===== config.mk =====
export PLATFORM = sky130hd
export DESIGN_NAME = ft245_bus_ctrl_flat
export DESIGN_NICKNAME = d
export VERILOG_FILES = /design/src/rtl/ft245_bus_ctrl_pkg.sv /design/src/rtl/ft245_bus_ctrl_if.sv /design/src/rtl/ft245_bus_ctrl.sv /design/src/flat_wrapper.sv
export SDC_FILE = /design/constraint.sdc
export NUM_CORES = 1
export LEC_CHECK = 0
export ABC_AREA = 0
export BUFFER_PORTS_ARGS = -buffer_cell sky130_fd_sc_hd__buf_2
export CORE_MARGIN = 3
export CORE_UTILIZATION = 45
export CTS_CLUSTER_SIZE = 16
export DETAILED_ROUTE_END_ITERATION = 6
export PLACE_DENSITY = 0.83
export SLEW_MARGIN = 20
export SYNTH_ARGS = -nofsm -noshare
export SYNTH_HDL_FRONTEND = slang
export SYNTH_SLANG_ARGS = --single-unit

===== constraint.sdc =====
create_clock -name clk -period 1.55 [get_ports clk]
set_input_delay 0.155 -clock clk [delete_from_list [all_inputs] [get_ports clk]]
set_output_delay 0.155 -clock clk [all_outputs]
set_load 0.02 [all_outputs]

===== src/rtl/ft245_bus_ctrl_pkg.sv =====
// Shared definitions for the FT245 bus controller: FSM state encoding, arbitration
// grant encoding, default strobe/recovery timings and the width of the shared
// state-timing down-counter.
package ft245_pkg;

  localparam int unsigned CntW = 4;

  localparam int unsigned DefRdCycles      = 3;
  localparam int unsigned DefWrSetupCycles = 1;
  localparam int unsigned DefWrCycles      = 3;
  localparam int unsigned DefRecoverCycles = 4;

  typedef enum logic [2:0] {
    StIdle,
    StRdStrobe,
    StWrSetup,
    StWrStrobe,
    StWrHold,
    StRecover
  } state_e;

  typedef enum logic {
    GrantRx = 1'b0,
    GrantTx = 1'b1
  } grant_e;

  // A state lasting N cycles loads N-1 and leaves when the counter reads zero.
  function automatic logic [CntW-1:0] cnt_load(input int unsigned cycles);
    return CntW'(cycles - 1);
  endfunction

endpackage


===== src/rtl/ft245_bus_ctrl_if.sv =====
// Signal bundle between the FT245 bus controller and its surroundings.
//   Chip side : rxf_n, txe_n (synchronized flags), bus_di/bus_do/bus_oe, bus_rd/bus_wr
//   SoC TX    : tx_data, tx_valid, tx_ready
//   SoC RX    : rx_data, rx_valid, rx_ready
// master = the controller's view; slave = the view of the pads and the SoC.
interface ft245_bus_ctrl_if;

  logic       rxf_n;
  logic       txe_n;
  logic [7:0] bus_di;
  logic [7:0] bus_do;
  logic       bus_oe;
  logic       bus_rd;
  logic       bus_wr;
  logic [7:0] tx_data;
  logic       tx_valid;
  logic       tx_ready;
  logic [7:0] rx_data;
  logic       rx_valid;
  logic       rx_ready;

  modport master (
    input  rxf_n, txe_n, bus_di, tx_data, tx_valid, rx_ready,
    output bus_do, bus_oe, bus_rd, bus_wr, tx_ready, rx_data, rx_valid
  );

  modport slave (
    output rxf_n, txe_n, bus_di, tx_data, tx_valid, rx_ready,
    input  bus_do, bus_oe, bus_rd, bus_wr, tx_ready, rx_data, rx_valid
  );

endinterface


===== src/rtl/ft245_bus_ctrl.sv =====
// FT245-style parallel FIFO bus sequencer. Owns the shared data bus and RD/WR strobes,
// alternates between draining host-to-device bytes and pushing device-to-host bytes,
// and presents each direction to the SoC as a valid/ready byte stream.
// Ports:
//   clk    : system clock
//   rst_n  : asynchronous active-low reset
//   io_bus : master modport of ft245_bus_ctrl_if (chip flags/bus, TX and RX streams)
// All outputs are registered except tx_ready.
module ft245_bus_ctrl
  import ft245_pkg::*;
#(
  parameter int unsigned RD_CYCLES       = DefRdCycles,
  parameter int unsigned WR_SETUP_CYCLES = DefWrSetupCycles,
  parameter int unsigned WR_CYCLES       = DefWrCycles,
  parameter int unsigned RECOVER_CYCLES  = DefRecoverCycles
) (
  input  logic              clk,
  input  logic              rst_n,
  ft245_bus_ctrl_if.master  io_bus
);

  localparam logic [CntW-1:0] RdLoad      = cnt_load(RD_CYCLES);
  localparam logic [CntW-1:0] WrSetupLoad = cnt_load(WR_SETUP_CYCLES);
  localparam logic [CntW-1:0] WrLoad      = cnt_load(WR_CYCLES);
  localparam logic [CntW-1:0] RecoverLoad = cnt_load(RECOVER_CYCLES);

  state_e          r_state, w_state_d;
  logic [CntW-1:0] r_cnt, w_cnt_d;
  grant_e          r_last_grant;
  logic [7:0]      r_tx_data;
  logic [7:0]      r_rx_data;
  logic            r_rx_valid;
  logic            r_bus_rd;
  logic            r_bus_wr;
  logic            r_bus_oe;

  logic w_idle;
  logic w_rx_elig;
  logic w_tx_ready;
  logic w_tx_accept;
  logic w_rx_grant;
  logic w_cnt_done;
  logic w_rd_capture;

  // Arbitration, only meaningful in IDLE. RX is blocked while the 1-entry buffer is
  // full, so a read can never overrun it. On a tie the direction not served last wins.
  always_comb begin
    w_idle      = (r_state == StIdle);
    w_rx_elig   = !io_bus.rxf_n && !r_rx_valid;
    // rst_n gating keeps tx_ready low while reset is held, even though state is IDLE.
    w_tx_ready  = rst_n && w_idle && !io_bus.txe_n && !(w_rx_elig && (r_last_grant == GrantTx));
    w_tx_accept = w_tx_ready && io_bus.tx_valid;
    w_rx_grant  = w_idle && w_rx_elig && !w_tx_accept;
    w_cnt_done  = (r_cnt == '0);
  end

  always_comb begin
    w_state_d    = r_state;
    w_cnt_d      = w_cnt_done ? '0 : r_cnt - 1'b1;
    w_rd_capture = 1'b0;
    unique case (r_state)
      StIdle: begin
        if (w_rx_grant) begin
          w_state_d = StRdStrobe;
          w_cnt_d   = RdLoad;
        end else if (w_tx_accept) begin
          w_state_d = StWrSetup;
          w_cnt_d   = WrSetupLoad;
        end
      end
      StRdStrobe: begin
        if (w_cnt_done) begin
          w_rd_capture = 1'b1;
          w_state_d    = StRecover;
          w_cnt_d      = RecoverLoad;
        end
      end
      StWrSetup: begin
        if (w_cnt_done) begin
          w_state_d = StWrStrobe;
          w_cnt_d   = WrLoad;
        end
      end
      StWrStrobe: begin
        if (w_cnt_done) begin
          w_state_d = StWrHold;
          w_cnt_d   = '0;
        end
      end
      StWrHold: begin
        w_state_d = StRecover;
        w_cnt_d   = RecoverLoad;
      end
      StRecover: begin
        if (w_cnt_done) begin
          w_state_d = StIdle;
        end
      end
      default: begin
        w_state_d = StIdle;
        w_cnt_d   = '0;
      end
    endcase
  end

  always_ff @(posedge clk or negedge rst_n) begin
    if (!rst_n) begin
      r_state <= StIdle;
      r_cnt   <= '0;
    end else begin
      r_state <= w_state_d;
      r_cnt   <= w_cnt_d;
    end
  end

  // Strobes are decoded from the next state so they are flop outputs aligned with it.
  always_ff @(posedge clk or negedge rst_n) begin
    if (!rst_n) begin
      r_bus_rd <= 1'b0;
      r_bus_wr <= 1'b0;
      r_bus_oe <= 1'b0;
    end else begin
      r_bus_rd <= (w_state_d == StRdStrobe);
      r_bus_wr <= (w_state_d == StWrStrobe);
      r_bus_oe <= (w_state_d inside {StWrSetup, StWrStrobe, StWrHold});
    end
  end

  always_ff @(posedge clk or negedge rst_n) begin
    if (!rst_n) begin
      r_last_grant <= GrantTx;
      r_tx_data    <= 8'h00;
    end else begin
      if (w_rx_grant) begin
        r_last_grant <= GrantRx;
      end else if (w_tx_accept) begin
        r_last_grant <= GrantTx;
        r_tx_data    <= io_bus.tx_data;
      end
    end
  end

  // RX buffer. Capture and consume never coincide: a read only starts when it is empty.
  always_ff @(posedge clk or negedge rst_n) begin
    if (!rst_n) begin
      r_rx_data  <= 8'h00;
      r_rx_valid <= 1'b0;
    end else if (w_rd_capture) begin
      r_rx_data  <= io_bus.bus_di;
      r_rx_valid <= 1'b1;
    end else if (r_rx_valid && io_bus.rx_ready) begin
      r_rx_valid <= 1'b0;
    end
  end

  assign io_bus.bus_do   = r_tx_data;
  assign io_bus.bus_oe   = r_bus_oe;
  assign io_bus.bus_rd   = r_bus_rd;
  assign io_bus.bus_wr   = r_bus_wr;
  assign io_bus.tx_ready = w_tx_ready;
  assign io_bus.rx_data  = r_rx_data;
  assign io_bus.rx_valid = r_rx_valid;

endmodule


===== src/flat_wrapper.sv =====
// flat-port wrapper written by rule: the top's interface ports become plain ports
module ft245_bus_ctrl_flat import ft245_pkg::*;
#(
  parameter int unsigned RD_CYCLES       = DefRdCycles,
  parameter int unsigned WR_SETUP_CYCLES = DefWrSetupCycles,
  parameter int unsigned WR_CYCLES       = DefWrCycles,
  parameter int unsigned RECOVER_CYCLES  = DefRecoverCycles
)
  (clk, rst_n, io_bus_rxf_n, io_bus_txe_n, io_bus_bus_di, io_bus_tx_data, io_bus_tx_valid, io_bus_rx_ready, io_bus_bus_do, io_bus_bus_oe, io_bus_bus_rd, io_bus_bus_wr, io_bus_tx_ready, io_bus_rx_data, io_bus_rx_valid);
  ft245_bus_ctrl_if io_bus_i ();
  input  logic clk;
  input  logic rst_n;
  input wire logic [$bits(io_bus_i.rxf_n)-1:0] io_bus_rxf_n;
  input wire logic [$bits(io_bus_i.txe_n)-1:0] io_bus_txe_n;
  input wire logic [$bits(io_bus_i.bus_di)-1:0] io_bus_bus_di;
  input wire logic [$bits(io_bus_i.tx_data)-1:0] io_bus_tx_data;
  input wire logic [$bits(io_bus_i.tx_valid)-1:0] io_bus_tx_valid;
  input wire logic [$bits(io_bus_i.rx_ready)-1:0] io_bus_rx_ready;
  output wire logic [$bits(io_bus_i.bus_do)-1:0] io_bus_bus_do;
  output wire logic [$bits(io_bus_i.bus_oe)-1:0] io_bus_bus_oe;
  output wire logic [$bits(io_bus_i.bus_rd)-1:0] io_bus_bus_rd;
  output wire logic [$bits(io_bus_i.bus_wr)-1:0] io_bus_bus_wr;
  output wire logic [$bits(io_bus_i.tx_ready)-1:0] io_bus_tx_ready;
  output wire logic [$bits(io_bus_i.rx_data)-1:0] io_bus_rx_data;
  output wire logic [$bits(io_bus_i.rx_valid)-1:0] io_bus_rx_valid;
  assign io_bus_i.rxf_n = io_bus_rxf_n;
  assign io_bus_i.txe_n = io_bus_txe_n;
  assign io_bus_i.bus_di = io_bus_bus_di;
  assign io_bus_i.tx_data = io_bus_tx_data;
  assign io_bus_i.tx_valid = io_bus_tx_valid;
  assign io_bus_i.rx_ready = io_bus_rx_ready;
  assign io_bus_bus_do = io_bus_i.bus_do;
  assign io_bus_bus_oe = io_bus_i.bus_oe;
  assign io_bus_bus_rd = io_bus_i.bus_rd;
  assign io_bus_bus_wr = io_bus_i.bus_wr;
  assign io_bus_tx_ready = io_bus_i.tx_ready;
  assign io_bus_rx_data = io_bus_i.rx_data;
  assign io_bus_rx_valid = io_bus_i.rx_valid;
  ft245_bus_ctrl #(.RD_CYCLES(RD_CYCLES), .WR_SETUP_CYCLES(WR_SETUP_CYCLES), .WR_CYCLES(WR_CYCLES), .RECOVER_CYCLES(RECOVER_CYCLES)) u_core (.clk(clk), .rst_n(rst_n), .io_bus(io_bus_i));
endmodule

==> results of run 1 <==
## cells in the mapped netlist, types with 2 or more instances
master,instances
sky130_fd_sc_hd__dfrtp_1,27
sky130_fd_sc_hd__mux2_4,9
sky130_fd_sc_hd__nand2_1,7
sky130_fd_sc_hd__nor3_1,2
sky130_fd_sc_hd__a21oi_1,3
sky130_fd_sc_hd__inv_1,2
sky130_fd_sc_hd__nand2b_1,4
sky130_fd_sc_hd__a21boi_0,2
sky130_fd_sc_hd__o21ai_0,6
sky130_fd_sc_hd__xnor2_1,2
sky130_fd_sc_hd__buf_2,4
sky130_fd_sc_hd__mux2_2,8
sky130_fd_sc_hd__nor2_1,6
## registers in the layout, indices dropped and copies added, names as in the netlist
signal	count
u_core.r_cnt	4
u_core.r_state	3
u_core.io_bus.rx_data	8
u_core.io_bus.bus_oe	1
u_core.io_bus.bus_wr	1
u_core.io_bus.bus_rd	1
u_core.io_bus.rx_valid	1
u_core.io_bus.bus_do	8
u_core.r_last_grant	1
## placed cells by master (no fill, tap or decap), types with 2 or more instances in the layout
cell type | synthesis | routed
sky130_fd_sc_hd__nor3_1 | 2 | 2
sky130_fd_sc_hd__inv_1 | 2 | 2
sky130_fd_sc_hd__dfrtp_1 | 27 | 25
sky130_fd_sc_hd__o21ai_0 | 6 | 6
sky130_fd_sc_hd__dlygate4sd3_1 | 0 | 2
sky130_fd_sc_hd__clkbuf_4 | 0 | 3
sky130_fd_sc_hd__a21oi_1 | 3 | 3
sky130_fd_sc_hd__mux2_2 | 8 | 8
sky130_fd_sc_hd__buf_6 | 1 | 2
sky130_fd_sc_hd__nor2_1 | 6 | 4
sky130_fd_sc_hd__buf_4 | 1 | 15
sky130_fd_sc_hd__dfrtp_2 | 0 | 2
sky130_fd_sc_hd__nand2_1 | 7 | 7
sky130_fd_sc_hd__nor2_2 | 0 | 2
sky130_fd_sc_hd__buf_2 | 4 | 41
sky130_fd_sc_hd__xnor2_1 | 2 | 2
sky130_fd_sc_hd__nand2b_1 | 4 | 4
sky130_fd_sc_hd__mux2_4 | 9 | 9
## per-stage QoR
step,setup slack [ns],hold WS (ns)
floorplan,-0.05176,-0.1406
global placement,-0.1601,0.1841
detailed placement,-0.2142,0.1869
CTS,-0.2975,0.04029
global route,-0.3374,0.02659
finish,-0.2818,0.04753
## worst register-to-register path: cells and delay by family (launching register included)
family           cells  cell delay, ns
DFF                  1            0.55
and+or+nand+nor      2            0.70
muxes                1            0.34
## area by class of cell
type,count,area share
Clock buffer,3,0.01261
Clock inverter,1,0.01682
Inverter,2,0.004205
Multi-Input combinational cell,71,0.3371
Sequential cell,28,0.3945
Tap cell,31,0.02172
Timing Repair Buffer,61,0.2130
## routing by layer
| layer | routed length [µm] | global-route usage |
|---|---|---|
| met5 | 0 | 0 |
| met4 | 6 | 0.04644 |
| met3 | 175 | 0.02766 |
| met2 | 1544 | 0.2931 |
| met1 | 1130 | 0.1992 |
## kinds of logic after synthesis
group | synth area share
buf+inv | 0.03452
simple gates | 0.1530
mux | 0.1754
xor+xnor | 0.01306
compound gates | 0.1008
flops | 0.5233
## worst max path at each step
stage	end	slack, ns	from	depth (start not counted)
final	io_bus_tx_ready	-0.28	u_core.r_last_grant$_DFFE_PN1P_	4
after global routing	io_bus_tx_ready	-0.34	u_core.r_last_grant$_DFFE_PN1P_	4
after CTS	io_bus_tx_ready	-0.30	u_core.r_last_grant$_DFFE_PN1P_	4
after detailed placement	u_core.io_bus.bus_do[7]$_DFFE_PN0P_	-0.21	u_core.r_last_grant$_DFFE_PN1P_	3
after global placement	u_core.io_bus.bus_do[3]$_DFFE_PN0P_	-0.16	u_core.r_last_grant$_DFFE_PN1P_	3
after floorplan	u_core.io_bus.bus_do[0]$_DFFE_PN0P_	-0.05	u_core.r_last_grant$_DFFE_PN1P_	4
## power by group through the flow
stage	logic, mW	clock network, mW	registers (mW)
floorplan	0.948	0	1.46
global placement	1.67	0	1.22
detailed placement	1.74	0	1.24
CTS	1.80	0.485	1.22
global route	2.00	0.518	1.25
finish	1.85	0.478	1.22
## what timing repair did
action,4_1_cts,5_1_grt
setup buffers,1,2
gates resized for setup,4,6
hold buffers,3,0
cloned,0,0
hold endpoints to repair,28,0
setup endpoints to repair,19,16
==> results.txt, run 1 <==
----------------------------------------------------
[Die]
  Die footprint ... 3672 µm²
  Number of core rows ... 19
  Core Footprint ... 2805 µm²
  Number of primary I/O pins ... 43
  Effective utilization at floorplan ... 0.4781
  Chip Width ... 60.60 µm
  Vertical die dimension ... 60.60 µm

[Yosys]
  Mean cell area of the mapped netlist ... 12.54 µm²
  Number of standard cells after synthesis ... 107
  Number of flops mapped to enable cells by yosys ... 0
  Share of the synthesized area in the top cell type ... 0.5037
  Cell taking the most area after synthesis ... sky130_fd_sc_hd__dfrtp_1
  Dominant cells by area after synthesis ... sky130_fd_sc_hd__dfrtp_1 50%, sky130_fd_sc_hd__mux2_4 10%, sky130_fd_sc_hd__mux2_2 6.7%
  Net count of the mapped netlist ... 129
  Flip-flop and latch count after synthesis ... 28
  Count of cell types in the netlist ... 38
  Most used flip-flop cell after synthesis ... sky130_fd_sc_hd__dfrtp_1
  FFs w/ async S/R, synth ... 1.000
  Number of warnings issued by yosys ... 0
  Syn Std Cell Area ... 1341 µm²
  Register area share after synthesis ... 0.5233

[Hold path]
  Worst Hold Class ... primary input to flop
  Hold Crit Endpoint ... u_core.io_bus.bus_do[6]$_DFFE_PN0P_
  Min-Delay Startpoint ... io_bus_tx_data[6]
  Instance count along the most critical hold path ... 2

[Place]
  Number of instances in the placed design ... 187
  Detailed-placement wirelength estimate ... 2.158 mm
  Placed instance area ... 1649 µm²
  Final GP Congestion ... 0.8751
  Number of port buffers ... 42

[Timing]
  Setup Total Neg Slack ... -1.328 ns
  Highest achievable clock rate ... 545.9 MHz
  Final critical delay including setup and external delays ... 1.832 ns
  Max-slew violation count ... 0
  Count of final hold-check violations ... 0
  Relative max-transition margin ... 0.7553
  Final worst setup slack ... -0.2818 ns
  Worst-Margin Slew ... 0.3643 ns
  Period utilization ... 1.182
  Final setup vio count ... 10
  Worst-case clock skew ... 0.005480 ns
  Unrepaired setup endpoints after global routing ... true

[Worst setup path]
  Element type at the critical path start ... flop
  Worst-path maximum fanout ... 2
  CP Cell Sequence ... or3b_4 > buf_6 > and4b_1 > buf_6
  Number of cell instances on the worst register-to-register path ... 3
  Category of the worst setup path capture point ... output pin
  CP max stage cell ... sky130_fd_sc_hd__dfstp_2
  Terminus of the critical flop-to-flop path ... u_core.io_bus.bus_do[4]$_DFFE_PN0P_
  Worst reg2reg setup slack ... -0.13 ns
  Launch instance of the worst register-to-register path ... u_core.r_last_grant$_DFFE_PN1P_
  Worst path buffer plus inverter count ... 2
  Req. time, crit path ... 1.39 ns
  Slowest Stage Delay on Critical Path ... 0.55 ns
  Type of the worst setup path ... flop to output pin
  Arr. time, crit path ... 1.68 ns
  Most Frequent Cell on Critical Path ... sky130_fd_sc_hd__buf_6
  Family with the most delay on the worst path ... flip-flops

[Drt]
  Number of optimization iterations in the first detailed-route pass ... 4
  Total Wirelength ... 2.856 mm
  Via count ... 1056
  DRT antenna net count ... 0
  Average wire length per cell after detail routing ... 14.50 µm
  Starting DRT DRC Count ... 21
  Vias/cell ... 5.360
  Drt drc ... 0

[Final layout]
  Sequential cell area ... 704.4 µm²
  Fraction of final layout cells sized beyond drive strength 1 ... 0.5542
  Area used by multi-input combinational logic ... 601.8 µm²
  Non-filler instance count after layout ... 197
  Synthesis-to-layout area growth ... 33.12%
  Antenna cell count ... 0
  Final layout net count ... 189
  Post-Layout Inst Area ... 1785 µm²
  Util after Layout ... 0.6365
  FILL cells ... 238

[Clock network]
  H-tree depth ... 1
  Root buffer selected by CTS ... sky130_fd_sc_hd__clkbuf_4
  Clk buf depth ... 2
  Clock latency on the worst-skew pair ... 0.33 ns
  TritonCTS clock tree ... done
  Total CTS buffers ... 3
  CTS Sinks ... 28
  Clock transition time at the flip-flop clock pins of the worst setup and hold paths ... 0.15 ns

[Run]
  # Max-Cap Violations ... 0

[Power and ir drop]
  Clk network pwr share ... 0.135
  PD cells ... 1985 nW/µm²
  Static Leakage ... 0.9056 nW
  PnR Total Power ... 3.544 mW
  Sequential fraction of design power ... 0.343
  Combinational group share of total power ... 0.522
  Share of total power consumed by net switching ... 0.3799
  Cell internal power dissipation ... 2.198 mW
  Net Sw Power ... 1.346 mW
  Worst ir drop on vdd ... 0.001131 V

[Global routing]
  Wire length of the first global-routing pass ... 4.478 mm
  Total GRT Usage ... 0.1628
  Number of antenna violations at the first check in global routing ... 0
  Via count of the first global-routing pass ... 1049
  Largest net degree at the start of global routing ... 28
  Remaining Overflow, GRT ... 0

[Run status]
  Failing checks ... negative setup slack
  Result of the run ... finished with violations

----------------------------------------------------
Power figures use the tool's default switching activity.
==> run 2, diff against run 1 <==
--- a/config.mk
+++ b/config.mk
@@ -12,6 +12,7 @@
 export CTS_CLUSTER_SIZE = 16
 export DETAILED_ROUTE_END_ITERATION = 6
 export PLACE_DENSITY = 0.83
+export REMOVE_ABC_BUFFERS = 1
 export SLEW_MARGIN = 20
 export SYNTH_ARGS = -nofsm -noshare
 export SYNTH_HDL_FRONTEND = slang
==> run 2 against run 1 <==
The flow still finishes with violations (negative setup slack); combinational power is 6% lower; final area shrank 0.77%; clock-buffer cell count is the same; fmax fell by 2.9%; worst setup slack lost 0.055 ns; via count decreased by 5.4%; first-iteration DRC count up 24%; clock skew grew 0.0041 ns; routed wire length shrank 8.2%; worst hold slack lost 0.015 ns; die area unchanged; flip-flop and latch count stayed put; critical path type unchanged.
==> results.txt, run 2 (synthesized netlist as in run 1, its figures left out) <==
----------------------------------------------------
[Die]
  Die footprint ... 3672 µm² (unchanged)
  Effective utilization at floorplan ... 0.4781 (unchanged)
  Number of primary I/O pins ... 43 (unchanged)
  Core Footprint ... 2805 µm² (unchanged)
  Vertical die dimension ... 60.60 µm (unchanged)
  Chip Width ... 60.60 µm (unchanged)
  Number of core rows ... 19 (unchanged)

[Global routing]
  Via count of the first global-routing pass ... 952 (-9.2%)
  Remaining Overflow, GRT ... 0 (unchanged)
  Wire length of the first global-routing pass ... 4.305 mm (-3.9%)
  Total GRT Usage ... 0.1518 (-0.01092)
  Largest net degree at the start of global routing ... 28 (unchanged)
  Number of antenna violations at the first check in global routing ... 0 (unchanged)

[Final layout]
  Util after Layout ... 0.6316 (-0.004906)
  Post-Layout Inst Area ... 1772 µm² (-0.77%)
  Fraction of final layout cells sized beyond drive strength 1 ... 0.5309 (-0.02335)
  Leading cell types in the layout, fill and taps excluded ... 41 x sky130_fd_sc_hd__buf_2, 27 x sky130_fd_sc_hd__dfrtp_1, 10 x sky130_fd_sc_hd__buf_4
  Final layout net count ... 185 (-2.1%)
  Antenna cell count ... 0 (unchanged)
  Most common library cell in the layout ignoring fill and taps ... sky130_fd_sc_hd__buf_2
  Synthesis-to-layout area growth ... 32.09%

[Timing]
  Worst-case clock skew ... 0.009600 ns (+0.004120 ns)
  Final critical delay including setup and external delays ... 1.886 ns (+0.05456 ns)
  Relative max-transition margin ... 0.7635 (+0.008215)
  Max-slew violation count ... 0 (unchanged)
  Final setup vio count ... 11 (+1)
  Count of final hold-check violations ... 0 (unchanged)
  Unrepaired setup endpoints after global routing ... true
  Final worst setup slack ... -0.3363 ns (-0.05456 ns)
  Worst-Margin Slew ... 0.3520 ns (-0.01223 ns)
  Highest achievable clock rate ... 530.1 MHz (-2.9%)
  Period utilization ... 1.217 (+0.03520)

[Clock network]
  TritonCTS clock tree ... done
  Clock transition time at the flip-flop clock pins of the worst setup and hold paths ... 0.16 ns (about the same)
  Clock latency on the worst-skew pair ... 0.34 ns (about the same)
  CTS Sinks ... 28 (unchanged)
  Clk buf depth ... 2 (unchanged)
  Root buffer selected by CTS ... sky130_fd_sc_hd__clkbuf_4
  Total CTS buffers ... 3 (unchanged)
  Setup Buffers After CTS ... 0 (-1)
  H-tree depth ... 1 (unchanged)

[Place]
  Placed instance area ... 1654 µm² (+0.30%)
  Number of port buffers ... 42 (unchanged)
  Final GP Congestion ... 0.8347 (-4.6%)
  Setup WS pre-CTS ... -0.1287 ns (+0.08554 ns)
  Detailed-placement wirelength estimate ... 1.966 mm (-8.9%)

[Power and ir drop]
  PD cells ... 1953 nW/µm² (-1.6%)
  Combinational group share of total power ... 0.501 (-0.021)
  Net Sw Power ... 1.316 mW (-2.3%)
  Clk network pwr share ... 0.140 (+0.005)
  Cell internal power dissipation ... 2.144 mW (-2.4%)
  Sequential fraction of design power ... 0.359 (+0.016)
  Static Leakage ... 0.8926 nW (-1.4%)
  Share of total power consumed by net switching ... 0.3803 (+0.0003945)
  Worst ir drop on vdd ... 0.001132 V (about the same)

[Drt]
  Vias/cell ... 5.176 (-3.4%)
  Number of optimization iterations in the first detailed-route pass ... 4 (unchanged)
  Via count ... 999 (-5.4%)
  DRT antenna net count ... 0 (unchanged)
  Total Wirelength ... 2.621 mm (-8.2%)
  Starting DRT DRC Count ... 26 (+24%)
  Drt drc ... 0 (unchanged)
  Average wire length per cell after detail routing ... 13.58 µm (-6.3%)

[Worst setup path]
  Category of the worst setup path capture point ... output pin
  Worst reg2reg setup slack ... -0.18 ns (-0.05 ns)
  Arr. time, crit path ... 1.73 ns (+0.05 ns)
  Req. time, crit path ... 1.39 ns (about the same)
  Last element of the critical path ... io_bus_tx_ready
  Most Frequent Cell on Critical Path ... sky130_fd_sc_hd__buf_6
  CP Cell Sequence ... or3b_4 > buf_6 > and4b_1 > buf_6
  Worst path buffer plus inverter count ... 2 (unchanged)
  Launch instance of the worst register-to-register path ... u_core.r_last_grant$_DFFE_PN1P_
  Worst setup path startpoint ... u_core.r_last_grant$_DFFE_PN1P_
  Family with the most delay on the worst path ... flip-flops
  Type of the worst setup path ... flop to output pin
  Number of cell instances on the worst register-to-register path ... 4 (+1)
  CP max stage cell ... sky130_fd_sc_hd__dfstp_2
  Terminus of the critical flop-to-flop path ... u_core.io_bus.bus_do[3]$_DFFE_PN0P_
  Levels on crit path ... 4 (unchanged)
  Element type at the critical path start ... flop
  Slowest Stage Delay on Critical Path ... 0.58 ns (+0.03 ns)
  Worst-path maximum fanout ... 4 (+2)

[Run]
  # Max-Cap Violations ... 0 (unchanged)

[Run status]
  Failing checks ... negative setup slack
  Result of the run ... finished with violations

[Hold path]
  Worst Hold Class ... primary input to flop
  Min-Delay Startpoint ... io_bus_bus_di[1]

----------------------------------------------------
-- run 2: power groups by stage --
stage / sequential, mW / combinational (mW) / clock, mW
after detailed placement: 1.25 / 1.70 / 0
after CTS: 1.24 / 1.73 / 0.494
after floorplan: 1.57 / 0.783 / 0
after global placement: 1.24 / 1.65 / 0
final: 1.24 / 1.73 / 0.483
after global routing: 1.28 / 1.88 / 0.522
-- run 2: how the worst min path moves through the flow --
stage	endpoint	slack, ns	cells after the start
after global placement	u_core.io_bus.rx_data[6]$_DFFE_PN0P_	0.19	2
after global routing	u_core.io_bus.rx_data[2]$_DFFE_PN0P_	0.03	2
after CTS	u_core.io_bus.rx_data[1]$_DFFE_PN0P_	0.03	2
after floorplan	u_core.io_bus.bus_do[0]$_DFFE_PN0P_	-0.14	0
after detailed placement	u_core.io_bus.rx_data[1]$_DFFE_PN0P_	0.20	2
final	u_core.io_bus.rx_data[1]$_DFFE_PN0P_	0.03	2
-- run 2: stage by stage --
stage	setup TNS (ns)	cells	hold slack, ns	total power [mW]
after floorplan	-0.9835	101	-0.1406	2.349
after global placement	-0.8196	186	0.1885	2.888
after detailed placement	-0.9700	186	0.2017	2.954
after global routing	-2.202	193	0.02707	3.689
final	-1.808	193	0.03290	3.460
after CTS	-1.680	193	0.02887	3.467
-- run 2: per-layer routing --
| metal | global-route usage | up-vias | part of all wire |
|---|---|---|---|
| met2 | 0.2366 | 38 | 0.46 |
| met5 | 0 | - | 0 |
| li1 | - | 489 | - |
| met4 | 0.03715 | 0 | 0.0061 |
| met3 | 0.03830 | 3 | 0.077 |
| met1 | 0.2132 | 469 | 0.46 |
-- run 2: final cells by class --
cell class / count / area [µm²]
well taps: 31 / 38.79
clock inverters: 1 / 30.03
fillers: 218 / 1033
clock buffers: 3 / 22.52
multi-input cells: 71 / 608.1
inverters: 2 / 7.507
flip-flops and latches: 28 / 701.9
repair buffers: 57 / 362.8
-- run 2: repair_timing --
item,in CTS,in global routing
hold buffers,3,0
endpoints found under the hold margin,28,0
endpoints found under the setup margin,10,12
resized for setup,5,2
pin swaps,0,1
==> run 3, diff against run 2 <==
--- a/config.mk
+++ b/config.mk
@@ -6,10 +6,9 @@
 export NUM_CORES = 1
 export LEC_CHECK = 0
 export ABC_AREA = 0
-export BUFFER_PORTS_ARGS = -buffer_cell sky130_fd_sc_hd__buf_2
+export BUFFER_PORTS_ARGS = -buffer_cell sky130_fd_sc_hd__buf_4
 export CORE_MARGIN = 3
 export CORE_UTILIZATION = 45
-export CTS_CLUSTER_SIZE = 16
 export DETAILED_ROUTE_END_ITERATION = 6
 export PLACE_DENSITY = 0.83
 export REMOVE_ABC_BUFFERS = 1
==> run 3 against run 2 <==
The run still ends with negative setup slack left; critical path type unchanged; clock-buffer cell count unchanged; sequential power hardly changed; global-route usage up 1.9 points; routed wire length rose by 13%.
==> results.txt, run 3 (synthesized netlist as in run 1, its figures left out) <==
----------------------------------------------------
[Clock network]
  Root buffer selected by CTS ... sky130_fd_sc_hd__clkbuf_4
  Clk buf depth ... 2 (unchanged)
  Clock transition time at the flip-flop clock pins of the worst setup and hold paths ... 0.15 ns (about the same)
  TritonCTS clock tree ... done
  Total CTS buffers ... 3 (unchanged)
  H-tree depth ... 1 (unchanged)
  Clock latency on the worst-skew pair ... 0.34 ns (about the same)
  CTS Sinks ... 28 (unchanged)

[Timing]
  Worst-case clock skew ... 0.004353 ns (-0.005247 ns)
  Count of final hold-check violations ... 0 (unchanged)
  Unrepaired setup endpoints after global routing ... true
  Final setup vio count ... 10 (-1)
  Worst hold slack across all endpoints ... 0.03553 ns (+0.002637 ns)
  Relative max-transition margin ... 0.7615 (-0.002024)
  Final critical delay including setup and external delays ... 1.869 ns (-0.01704 ns)
  Max-slew violation count ... 0 (unchanged)
  Setup Total Neg Slack ... -1.629 ns (+0.1788 ns)
  Highest achievable clock rate ... 535.0 MHz (+0.91%)
  Worst-Margin Slew ... 0.3551 ns (+0.003014 ns)
  Period utilization ... 1.206 (-0.01099)
  Final worst setup slack ... -0.3193 ns (+0.01704 ns)

[Worst setup path]
  Launch instance of the worst register-to-register path ... u_core.r_last_grant$_DFFE_PN1P_
  Arr. time, crit path ... 1.71 ns (-0.02 ns)
  Worst path buffer plus inverter count ... 2 (unchanged)
  Slowest Stage Delay on Critical Path ... 0.56 ns (-0.02 ns)
  Family with the most delay on the worst path ... flip-flops
  CP Cell Sequence ... or3b_4 > buf_6 > and4b_1 > buf_6
  Req. time, crit path ... 1.39 ns (about the same)
  Terminus of the critical flop-to-flop path ... u_core.io_bus.bus_do[1]$_DFFE_PN0P_
  Number of cell instances on the worst register-to-register path ... 4 (unchanged)
  Element type at the critical path start ... flop
  Most Frequent Cell on Critical Path ... sky130_fd_sc_hd__buf_6
  Type of the worst setup path ... flop to output pin
  CP max stage cell ... sky130_fd_sc_hd__dfstp_2
  Worst-path maximum fanout ... 2 (-2)
  Category of the worst setup path capture point ... output pin
  Worst reg2reg setup slack ... -0.17 ns (about the same)

[Die]
  Vertical die dimension ... 60.60 µm (unchanged)
  Chip Width ... 60.60 µm (unchanged)
  Die footprint ... 3672 µm² (unchanged)
  Number of core rows ... 19 (unchanged)
  Number of primary I/O pins ... 43 (unchanged)
  Effective utilization at floorplan ... 0.4781 (unchanged)
  Core Footprint ... 2805 µm² (unchanged)

[Final layout]
  Non-filler instance count after layout ... 196 (+1.6%)
  Leading cell types in the layout, fill and taps excluded ... 54 x sky130_fd_sc_hd__buf_4, 26 x sky130_fd_sc_hd__dfrtp_1, 9 x sky130_fd_sc_hd__mux2_4
  Post-Layout Inst Area ... 1904 µm² (+7.5%)
  Area used by multi-input combinational logic ... 614.3 µm² (+1.0%)
  Antenna cell count ... 0 (unchanged)
  Final layout net count ... 188 (+1.6%)
  FILL cells ... 213 (-2.3%)
  Synthesis-to-layout area growth ... 41.98%
  Fraction of final layout cells sized beyond drive strength 1 ... 0.5576 (+0.02671)
  Sequential cell area ... 703.2 µm² (+0.18%)
  Most common library cell in the layout ignoring fill and taps ... sky130_fd_sc_hd__buf_4

[Drt]
  Via count ... 1059 (+6.0%)
  Number of optimization iterations in the first detailed-route pass ... 4 (unchanged)
  Drt drc ... 0 (unchanged)
  Vias/cell ... 5.403 (+4.4%)
  Starting DRT DRC Count ... 34 (+31%)
  Total Wirelength ... 2.956 mm (+13%)
  DRT antenna net count ... 0 (unchanged)
  Average wire length per cell after detail routing ... 15.08 µm (+11%)

[Hold path]
  Instance count along the most critical hold path ... 2 (unchanged)
  Hold Crit Endpoint ... u_core.io_bus.rx_data[0]$_DFFE_PN0P_
  Worst Hold Class ... primary input to flop
  Min-Delay Startpoint ... io_bus_bus_di[0]

[Place]
  Detailed-placement wirelength estimate ... 2.206 mm (+12%)
  Number of port buffers ... 42 (unchanged)
  Final GP Congestion ... 0.8644 (+3.6%)
  Number of instances in the placed design ... 188 (+1.1%)
  Placed instance area ... 1774 µm² (+7.3%)

[Power and ir drop]
  Static Leakage ... 0.9357 nW (+4.8%)
  Worst ir drop on vdd ... 0.001124 V (-0.65%)
  PD cells ... 1931 nW/µm² (-1.1%)

[Global routing]
  Wire length of the first global-routing pass ... 4.692 mm (+9.0%)
  Total GRT Usage ... 0.1713 (+0.01947)
  Via count of the first global-routing pass ... 1011 (+6.2%)
  Number of antenna violations at the first check in global routing ... 0 (unchanged)
  Remaining Overflow, GRT ... 0 (unchanged)
  Largest net degree at the start of global routing ... 30 (+7.1%)

[Run status]
  Failing checks ... negative setup slack
  Result of the run ... finished with violations

[Run]
  # Max-Cap Violations ... 0 (unchanged)

----------------------------------------------------
-- run 3: cell count changes in the layout (fill, tap and decap cells not counted), sizes merged --
cell,change
buf,+3
-- run 3: how the worst max path moves through the flow --
stage / from / endpoint / slack [ns] / cells past startpoint
floorplan: u_core.r_last_grant$_DFFE_PN1P_ / u_core.io_bus.bus_do[0]$_DFFE_PN0P_ / -0.12 / 3
global placement: u_core.r_last_grant$_DFFE_PN1P_ / u_core.io_bus.bus_do[3]$_DFFE_PN0P_ / -0.11 / 4
detailed placement: u_core.r_last_grant$_DFFE_PN1P_ / u_core.io_bus.bus_do[3]$_DFFE_PN0P_ / -0.14 / 4
CTS: u_core.r_last_grant$_DFFE_PN1P_ / io_bus_tx_ready / -0.32 / 4
global route: u_core.r_last_grant$_DFFE_PN1P_ / io_bus_tx_ready / -0.38 / 4
finish: u_core.r_last_grant$_DFFE_PN1P_ / io_bus_tx_ready / -0.32 / 4
-- run 3: timing repair --
action                                  in CTS  in global routing
gates resized for setup                      3                  7
gates cloned                                 0                  0
endpoints found under the setup margin      11                 21
hold endpoints to repair                    28                 27
setup buffers                                1                  0
hold buffers                                 1                  2
pin swaps                                    0                  1
-- run 3: per-layer routing --
layer  wire, µm  up-vias  GRT usage
met3        210        5    0.04043
met5          0        -          0
li1           -      495          -
met1       1223      517     0.2289
met4         48        0    0.06192
met2       1474       42     0.2718
-- run 3: cell type report --
| class | count | share of cell area |
|---|---|---|
| flip-flops and latches | 28 | 0.3693 |
| well taps | 31 | 0.02037 |
| clock buffers | 3 | 0.01183 |
| clock inverters | 1 | 0.01577 |
| repair buffers | 60 | 0.2562 |
| multi-input cells | 71 | 0.3226 |
| inverters | 2 | 0.003942 |
-- run 3: per-stage QoR --
stage / util / power (mW) / setup slack, ns
floorplan: - / 2.349 / -0.1221
global placement: 0.6325 / 3.056 / -0.1051
detailed placement: 0.6325 / 3.127 / -0.1376
CTS: 0.6606 / 3.647 / -0.3220
global route: 0.6789 / 3.912 / -0.3806
finish: 0.6789 / 3.678 / -0.3193
-- run 3: report_power, final --
group	switching, mW	total (mW)	internal [mW]
Combinational	0.920	1.94	1.02
Clock	0.221	0.483	0.262
Sequential	0.225	1.26	1.03
-- run 3: worst register-to-register path: stages (launching register included) --
cell	delay (ns)
sky130_fd_sc_hd__dfstp_2	0.56
sky130_fd_sc_hd__or3b_4	0.39
sky130_fd_sc_hd__and3b_2	0.22
sky130_fd_sc_hd__buf_12	0.15
sky130_fd_sc_hd__mux2_4	0.30
